`src/rtl/softmax_pkg.sv`:
```
// softmax_pkg: shared widths, defaults and state encoding for the softmax front-end.
package softmax_pkg;
    localparam int DATA_SIZE = 32;
    localparam int FRAC_BITS = 16;
    localparam int VEC_LEN = 16;
    localparam logic [DATA_SIZE-1:0] ONE = DATA_SIZE'(1) << FRAC_BITS;
    typedef enum logic [1:0] {LOAD, PREP, EMIT} state_e;
endpackage

```
`src/rtl/softmax_vec_buf.sv`:
```
// softmax_vec_buf: vec_len x data_size register file, one sync write port, one async read port.
module softmax_vec_buf #(
    parameter int data_size = 32,
    parameter int vec_len = 16,
    parameter int addr_w = $clog2(vec_len)
) (
    input  logic                 clock_i,
    input  logic                 wr_en_i,
    input  logic [addr_w-1:0]    wr_addr_i,
    input  logic [data_size-1:0] wr_data_i,
    input  logic [addr_w-1:0]    rd_addr_i,
    output logic [data_size-1:0] rd_data_o
);
    logic [data_size-1:0] mem_q [vec_len];
    always_ff @(posedge clock_i) begin
        if (wr_en_i) mem_q[wr_addr_i] <= wr_data_i;
    end
    assign rd_data_o = mem_q[rd_addr_i];
endmodule

```
`src/rtl/softmax_max_sub.sv`:
```
// softmax_max_sub: buffers one logit vector, finds its max, then streams max - x_i in arrival order.
module softmax_max_sub
    import softmax_pkg::*;
#(
    parameter int data_size = DATA_SIZE,
    parameter int frac_bits = FRAC_BITS,
    parameter int vec_len = VEC_LEN,
    parameter int addr_w = $clog2(vec_len)
) (
    input  logic                 clock_i,
    input  logic                 reset_i,
    input  logic [data_size-1:0] in_data_i,
    input  logic                 in_valid_i,
    output logic                 in_ready_o,
    output logic [data_size-1:0] out_data_o,
    output logic                 out_valid_o,
    input  logic                 out_ready_i,
    output logic                 out_last_o,
    output logic [data_size-1:0] max_o
);
    if (vec_len < 2 || frac_bits >= data_size || addr_w < 1) begin : g_bad_params
        $error("softmax_max_sub: invalid parameters");
    end

    localparam logic [addr_w-1:0] last_idx = addr_w'(vec_len - 1);

    state_e state_q, state_d;
    logic [addr_w-1:0] wr_cnt_q, wr_cnt_d, rd_cnt_q, rd_cnt_d, rd_addr;
    logic [data_size-1:0] run_max_q, run_max_d, max_q, max_d;
    logic [data_size-1:0] out_data_q, out_data_d, rd_data, load_max, diff;
    logic out_valid_q, out_valid_d, out_last_q, out_last_d, in_fire, out_fire;

    assign in_fire = in_valid_i && state_q == LOAD;
    assign out_fire = out_valid_q && out_ready_i;
    assign load_max = (wr_cnt_q == '0 || $signed(in_data_i) > $signed(run_max_q)) ? in_data_i : run_max_q;
    assign rd_addr = (state_q == PREP || rd_cnt_q == last_idx) ? '0 : rd_cnt_q + 1'b1;
    // max >= x always, so the low data_size bits of the widened difference are the exact unsigned result
    assign diff = max_q - rd_data;

    softmax_vec_buf #(
        .data_size(data_size),
        .vec_len(vec_len),
        .addr_w(addr_w)
    ) u_buf (
        .clock_i(clock_i),
        .wr_en_i(in_fire),
        .wr_addr_i(wr_cnt_q),
        .wr_data_i(in_data_i),
        .rd_addr_i(rd_addr),
        .rd_data_o(rd_data)
    );

    always_comb begin
        state_d = state_q;
        wr_cnt_d = wr_cnt_q;
        rd_cnt_d = rd_cnt_q;
        run_max_d = run_max_q;
        max_d = max_q;
        out_data_d = out_data_q;
        out_valid_d = out_valid_q;
        out_last_d = out_last_q;
        if (in_fire) begin
            wr_cnt_d = wr_cnt_q == last_idx ? '0 : wr_cnt_q + 1'b1;
            run_max_d = load_max;
            max_d = wr_cnt_q == last_idx ? load_max : max_q;
            state_d = wr_cnt_q == last_idx ? PREP : LOAD;
        end
        if (state_q == PREP) begin
            out_data_d = diff;
            out_valid_d = 1'b1;
            out_last_d = 1'b0;
            rd_cnt_d = '0;
            state_d = EMIT;
        end
        if (state_q == EMIT && out_fire && rd_cnt_q != last_idx) begin
            rd_cnt_d = rd_addr;
            out_data_d = diff;
            out_last_d = rd_addr == last_idx;
        end
        if (state_q == EMIT && out_fire && rd_cnt_q == last_idx) begin
            out_valid_d = 1'b0;
            out_last_d = 1'b0;
            state_d = LOAD;
        end
    end

    always_ff @(posedge clock_i) begin
        if (reset_i) begin
            state_q <= LOAD;
            wr_cnt_q <= '0;
            rd_cnt_q <= '0;
            run_max_q <= '0;
            max_q <= '0;
            out_data_q <= '0;
            out_valid_q <= 1'b0;
            out_last_q <= 1'b0;
        end else begin
            state_q <= state_d;
            wr_cnt_q <= wr_cnt_d;
            rd_cnt_q <= rd_cnt_d;
            run_max_q <= run_max_d;
            max_q <= max_d;
            out_data_q <= out_data_d;
            out_valid_q <= out_valid_d;
            out_last_q <= out_last_d;
        end
    end

    assign in_ready_o = state_q == LOAD;
    assign out_data_o = out_data_q;
    assign out_valid_o = out_valid_q;
    assign out_last_o = out_last_q;
    assign max_o = max_q;
endmodule

```
`config.mk`:
```
export PLATFORM = sky130hd
export DESIGN_NAME = softmax_max_sub
export DESIGN_NICKNAME = d
export VERILOG_FILES = /design/src/rtl/softmax_pkg.sv /design/src/rtl/softmax_vec_buf.sv /design/src/rtl/softmax_max_sub.sv
export SDC_FILE = /design/constraint.sdc
export NUM_CORES = 1
export LEC_CHECK = 0
export BUFFER_PORTS_ARGS = -buffer_cell sky130_fd_sc_hd__buf_2
export CAP_MARGIN = 20
export CORE_MARGIN = 4
export CORE_UTILIZATION = 33
export DETAILED_ROUTE_END_ITERATION = 16
export HOLD_SLACK_MARGIN = 0.05
export PLACE_DENSITY_LB_ADDON = 0.25
export SETUP_SLACK_MARGIN = 0.1
export SLEW_MARGIN = 20
export SYNTH_ARGS = -nofsm -noshare
export SYNTH_HDL_FRONTEND = slang
export SYNTH_HIERARCHICAL = 1
export SYNTH_SLANG_ARGS = --single-unit
```
`constraint.sdc`:
```
create_clock -name clock_i -period 6.25 [get_ports clock_i]
set_clock_uncertainty 0.05 [all_clocks]
set_input_delay 0.625 -clock clock_i [delete_from_list [all_inputs] [get_ports clock_i]]
set_output_delay 0.625 -clock clock_i [all_outputs]
set_load 0.005 [all_outputs]
```
---- Word level (Yosys, flattened, before mapping) ----
Memory sizes are Yosys's and may differ from the RTL's.
Index checks and enable logic that the tools add are counted.
word-level totals
  register bits ........................... 108
  bits in writable memories ............... 512
  input bits .............................. 36
  output and inout port bits .............. 67
  logic and storage cells ................. 48
  memories ................................ 1
memory list
  name         depth  bits a word  read ports  clocked after Yosys merged registers in  write ports  line                   source
  u_buf.mem_q  16     32           1           0                                        1            softmax_vec_buf.sv:14  logic [data_size-1:0] mem_q [vec_len];
operators by class
  add/sub/neg operators ................... 3
  magnitude comparators ................... 1
  eq/ne operators ......................... 6
  muxes and demuxes ....................... 14
  reduce and logical (&&, ||, !) cells .... 14
operators with widths
  cell                                                                   count
  32-bit 2-to-1 mux                                                      3
  32-bit greater-than comparator                                         1
  32-bit subtractor                                                      1
  4-bit 2-to-1 mux                                                       4
  4-bit equality test, second input constant                             3
  4-bit by 1-bit adder with 4-bit output, second input constant          2
  1-bit logical AND                                                      5
  1-bit 2-to-1 mux                                                       5
  4-bit zero test                                                        1
  2-bit 2-to-1 mux                                                       2
  4-bit inequality test, second input constant                           1
  2-bit nonzero test                                                     2
  3-bit OR reduction                                                     1
  2-bit by 1-bit equality test with 1-bit output, second input constant  1
  2-bit equality test, second input constant                             1
  2-bit zero test                                                        1
  1-bit logical OR                                                       2
  2-bit AND reduction                                                    1
  2-bit OR reduction                                                     1

---- Longest topological paths before layout ----
An unclocked memory read counts as a cell.
  depth after elaboration ................. 7
  gate-level depth with buffers ........... 21
  mapped depth without buffers ............ 18

---- By module ----
Netlist, hierarchy kept.
modules (own cells, without submodules)
  module           instances  cells each  area an instance (µm²)
  softmax_vec_buf  1          806         19213.4
  softmax_max_sub  1          801         6651.4

---- Worst setup path before layout ----
No wires, ideal clock.
  path type ............................... reg-to-reg
  start point ............................. register rd_cnt_q[0]
  end point ............................... register out_data_q[31] (netlist: out_data_o[31])
  library setup time ...................... 0.117 ns
  arrival ................................. 4.598 ns
  path slack .............................. 1.485 ns
  stages on the path, launching flop included .. 21
  path buffers ............................ 2
  cells stage by stage .................... dfxtp_1 -> ha_1 -> nand3_1 -> nand2_1 -> nor2_1 -> buf_2 -> buf_4 -> mux4_2 -> a22oi_1 -> nand2_1 -> inv_1 -> ha_1 -> nor2b_4 -> o2111a_1 -> or4_1 -> a221o_1 -> o21a_1 -> o211ai_2 -> a21oi_2 -> or3_1 -> a32o_1
between the ends
  cells in the longest elaborated chain, start to end .. 7
  elaborated cells between the ends (all ways) .. 11
  those cells by class .................... add/sub (2); eq/ne (2); mux (3); reduce/logical (3); memory (1)
ends and longest elaborated chain
  what                                                                                            line                    source
  start, declared                                                                                 softmax_max_sub.sv:28   logic [addr_w-1:0] wr_cnt_q, wr_cnt_d, rd_cnt_q, rd_cnt_d, rd_addr;
  start signal, assigned                                                                          softmax_max_sub.sv:100  rd_cnt_q <= rd_cnt_d;
  parallel branches: the longest is 2 deep, another holds 4-bit by 1-bit adder with 4-bit output  -
  4-bit 2-to-1 mux (*)                                                                            softmax_max_sub.sv:36   assign rd_addr = (state_q == PREP || rd_cnt_q == last_idx) ? '0 : rd_cnt_q + 1'b1;
  via rd_addr[0]                                                                                  softmax_max_sub.sv:28
  memory read 16 x 32 bit (*)                                                                     -
  via rd_data[1]                                                                                  softmax_max_sub.sv:30   logic [data_size-1:0] out_data_q, out_data_d, rd_data, load_max, diff;
  32-bit subtractor (*)                                                                           softmax_max_sub.sv:38   assign diff = max_q - rd_data;
  32-bit 2-to-1 mux                                                                               softmax_max_sub.sv:68   if (state_q == PREP) begin
  32-bit 2-to-1 mux (*)                                                                           softmax_max_sub.sv:75   if (state_q == EMIT && out_fire && rd_cnt_q != last_idx) begin
  end signal, assigned                                                                            softmax_max_sub.sv:103  out_data_q <= out_data_d;
  end, declared                                                                                   softmax_max_sub.sv:30
Mark *: on every way through the listed nets, which the timed path passes. The select of a mux whose other input is x is not followed.
A chain may end at the register's enable or synchronous reset.

---- Worst setup path in the final report ----
Ends and elaborated chain as after synthesis.

==> impl_metrics.toml <==
[sta]
drv_slew = 0
period_needed_ns = 5.667
relSlewSlack_pct = 32.46
fmax_ghz = 0.1765
final.setup.worst_slack_ns = 0.5833
setup_tns_ns = 0
worst_pin_slew_ns = 1.011
rsz0062_at_grt = "false"
period_share_pct = 90.67
hold-worst-slack_ns = 0.3902
setup_viol = 0
hold_viol = 0

[synth]
synth.largest_area_cell = "edfxtp_1"
synth-seq-cells = 620
ys_types = 63
netlist_area_mm2 = 0.02586
yosys_most_used_dff = "edfxtp_1"
synthCells = 1607
ys_seq_area_share_pct = 67.80
yosys_warnings = 6
async_flop_share_pct = 0
avgSynthCellArea_um2 = 16.10
synth_nets = 1710
synth_top_area_share_pct = 59.44
synth_enable_flop_cells = 512
synthTopCellsByArea = "edfxtp_1 (59%), mux4_2 (11%), dfxtp_1 (8.4%), ha_1 (3.2%), mux2i_1 (2.5%)"

[global_routing]
grt_pass1_vias = 14926
grt_usage_pct = 17.09
antenna_found_initial = 1
grt_max_degree = 66
gr-total-overflow = 0
grt_util_met1_pct = 25.00
busiest_layer = "met2"
grt_pass1_wl_um = 103100
use_met3_pct = 2.906
met2_usage_pct = 26.52

[setup_path]
worstPathArrival_ns = 6.09
reg2reg_slack_ns = 0.58
timing_worst_setup_path_type = "reg2reg"
cp.required_ns = 6.67
end_kind = "flop"
cp_max_fo = 15
critPathLaunchType = "flop"

[route]
viasPerCell = 5.263
drt_iter0_markers = 1239
antenna_left = 0
dr.pass1.iters = 5
via_count = 14936
wl_um = 70990
post-route-drc-count = 0
post_drt_wl_per_cell_um = 25.01

[die]
core.rowCount = 102
initial_utilization_pct = 33.33
dieArea_mm2 = 0.08292
die_w_um = 288.0
core_mm2 = 0.07759
io-pin-count = 103
die_h_um = 288.0

[final_layout]
mostFrequentLayoutCells = "edfxtp_1 (512), mux4_2 (128), dfxtp_1 (108)"
final_common_cell = "edfxtp_1"
nFillCells = 7201
regArea_mm2 = 0.01754
fin_area_mm2 = 0.03023
nNetsFinal = 1846
final_layout_size_suffix_gt1_share_pct = 23.09
multi_input_area_mm2 = 0.007866
syn_to_final_growth_pct = 16.89

[clock_tree]
numClockSinks = 620
clk_pin_slew_ns = 0.06
cts_buffers = 70
clockRootBuffer = "clkbuf_16"
cts_tree = "yes"
cts_setup_buffers = 0
htree_levels = 3
cts_hold_buf = 0
cts-resized-gates = 0
cts.path.max_buffers = 3
clkLatencyLatePin_ns = 0.60

[pwr]
p_leak_nw = 10.66
powerDensity_mw_per_mm2 = 299.6
ir_drop_uv = 170.4

[run]
maxCapViolCount = 0

[status]
status = "finished clean"

[placed_design]
routabilityCongestion = 0.8280
placed_area_mm2 = 0.02791
dp_slack_ns = 0.6261
io_buffers = 102
dp_hpwl_um = 44760

[hold_path]
holdCritPathClass = "in2reg"
[final timing paths]
| check | from | to | cells past startpoint |
|---|---|---|---|
| worst max-delay path | rd_cnt_q[0]$_SDFFE_PP0P_ | out_data_o[31]$_SDFFE_PP0P_ | 18 |
| worst min-delay path | in_data_i[14] | u_buf/mem_q[2][14]$_DFFE_PP_ | 1 |
| worst max register to register | rd_cnt_q[0]$_SDFFE_PP0P_ | out_data_o[31]$_SDFFE_PP0P_ | 18 |
| worst min register to register | out_data_o[14]$_SDFFE_PP0P_ | out_data_o[14]$_SDFFE_PP0P_ | 2 |
[stage by stage]
step	instances	power, mW	util, %
after floorplan	1607	4.863	-
after global placement	2711	5.032	35.96
after detailed placement	2711	5.042	35.96
after CTS	2837	9.171	38.96
after global routing	2837	9.387	38.96
final	2838	9.060	38.96
[power breakdown]
group	total (mW)	internal [mW]	switching, mW	leakage, nW
logic	0.396	0.137	0.259	4.00
registers	4.56	4.53	0.0263	5.50
clock network	4.11	2.49	1.62	1.15
total	9.06	7.16	1.90	10.7
[per-layer routing]
metal | up-vias | part of all wire (%)
li1 | 6583 | -
met1 | 7761 | 46
met2 | 496 | 46
met3 | 94 | 6.2
met4 | 2 | 2.0
met5 | - | 0.018
[cells in the mapped netlist, types with 13 or more instances]
library cell,n
a211oi_1,40
a21o_1,22
a21oi_1,63
a22oi_1,66
clkbuf_1,48
dfxtp_1,108
edfxtp_1,512
ha_1,66
inv_1,71
mux2i_1,64
mux4_2,128
nand2_1,87
nand4_1,13
nor2_1,115
nor3_1,13
o21ai_0,21
xnor2_1,17
[sequential cells by signal, indices dropped and copies added (netlist names)]
name         count
max_o           32
state_q          2
u_buf/mem_q    512
out_valid_o      1
wr_cnt_q         4
run_max_q       32
out_last_o       1
out_data_o      32
rd_cnt_q         4
[cell type report]
class	instances	share of cell area, %
clock inverter	27	0.7863
antenna	1	0.008277
multi-input combinational	835	26.02
sequential	620	58.00
tap	1040	4.304
inverter	71	0.8815
clock buffer	99	6.903
timing repair buffer	145	3.096
[critical path: stages, from the launching register on]
cell,delay [ns]
dfxtp_1,0.37
ha_1,0.29
nand3_1,0.21
nand2_1,0.15
nor2_1,0.49
nor2b_4,0.70
a22oi_1,0.20
nand2_1,0.15
inv_1,0.06
ha_1,0.27
nor2b_4,0.13
o2111a_1,0.25
or4_1,0.50
a221o_1,0.46
o21a_1,0.29
o211ai_2,0.23
a21oi_2,0.09
or3_1,0.36
a32o_1,0.27
[cell families (layout without fill, tap and decap cells)]
logic type | Yosys count | count (layout) | synth area share (%)
AOI/OAI and AO/OA | 257 | 257 | 6.797
xor gates and xnor gates | 24 | 24 | 0.8127
adders and majority gates | 67 | 67 | 3.270
buffers and inverters | 152 | 342 | 2.472
DFF | 620 | 620 | 67.80
muxes | 192 | 192 | 13.62
other | 0 | 1 | 0
and+or+nand+nor | 295 | 295 | 5.224
(Power assumes the default switching activity.)
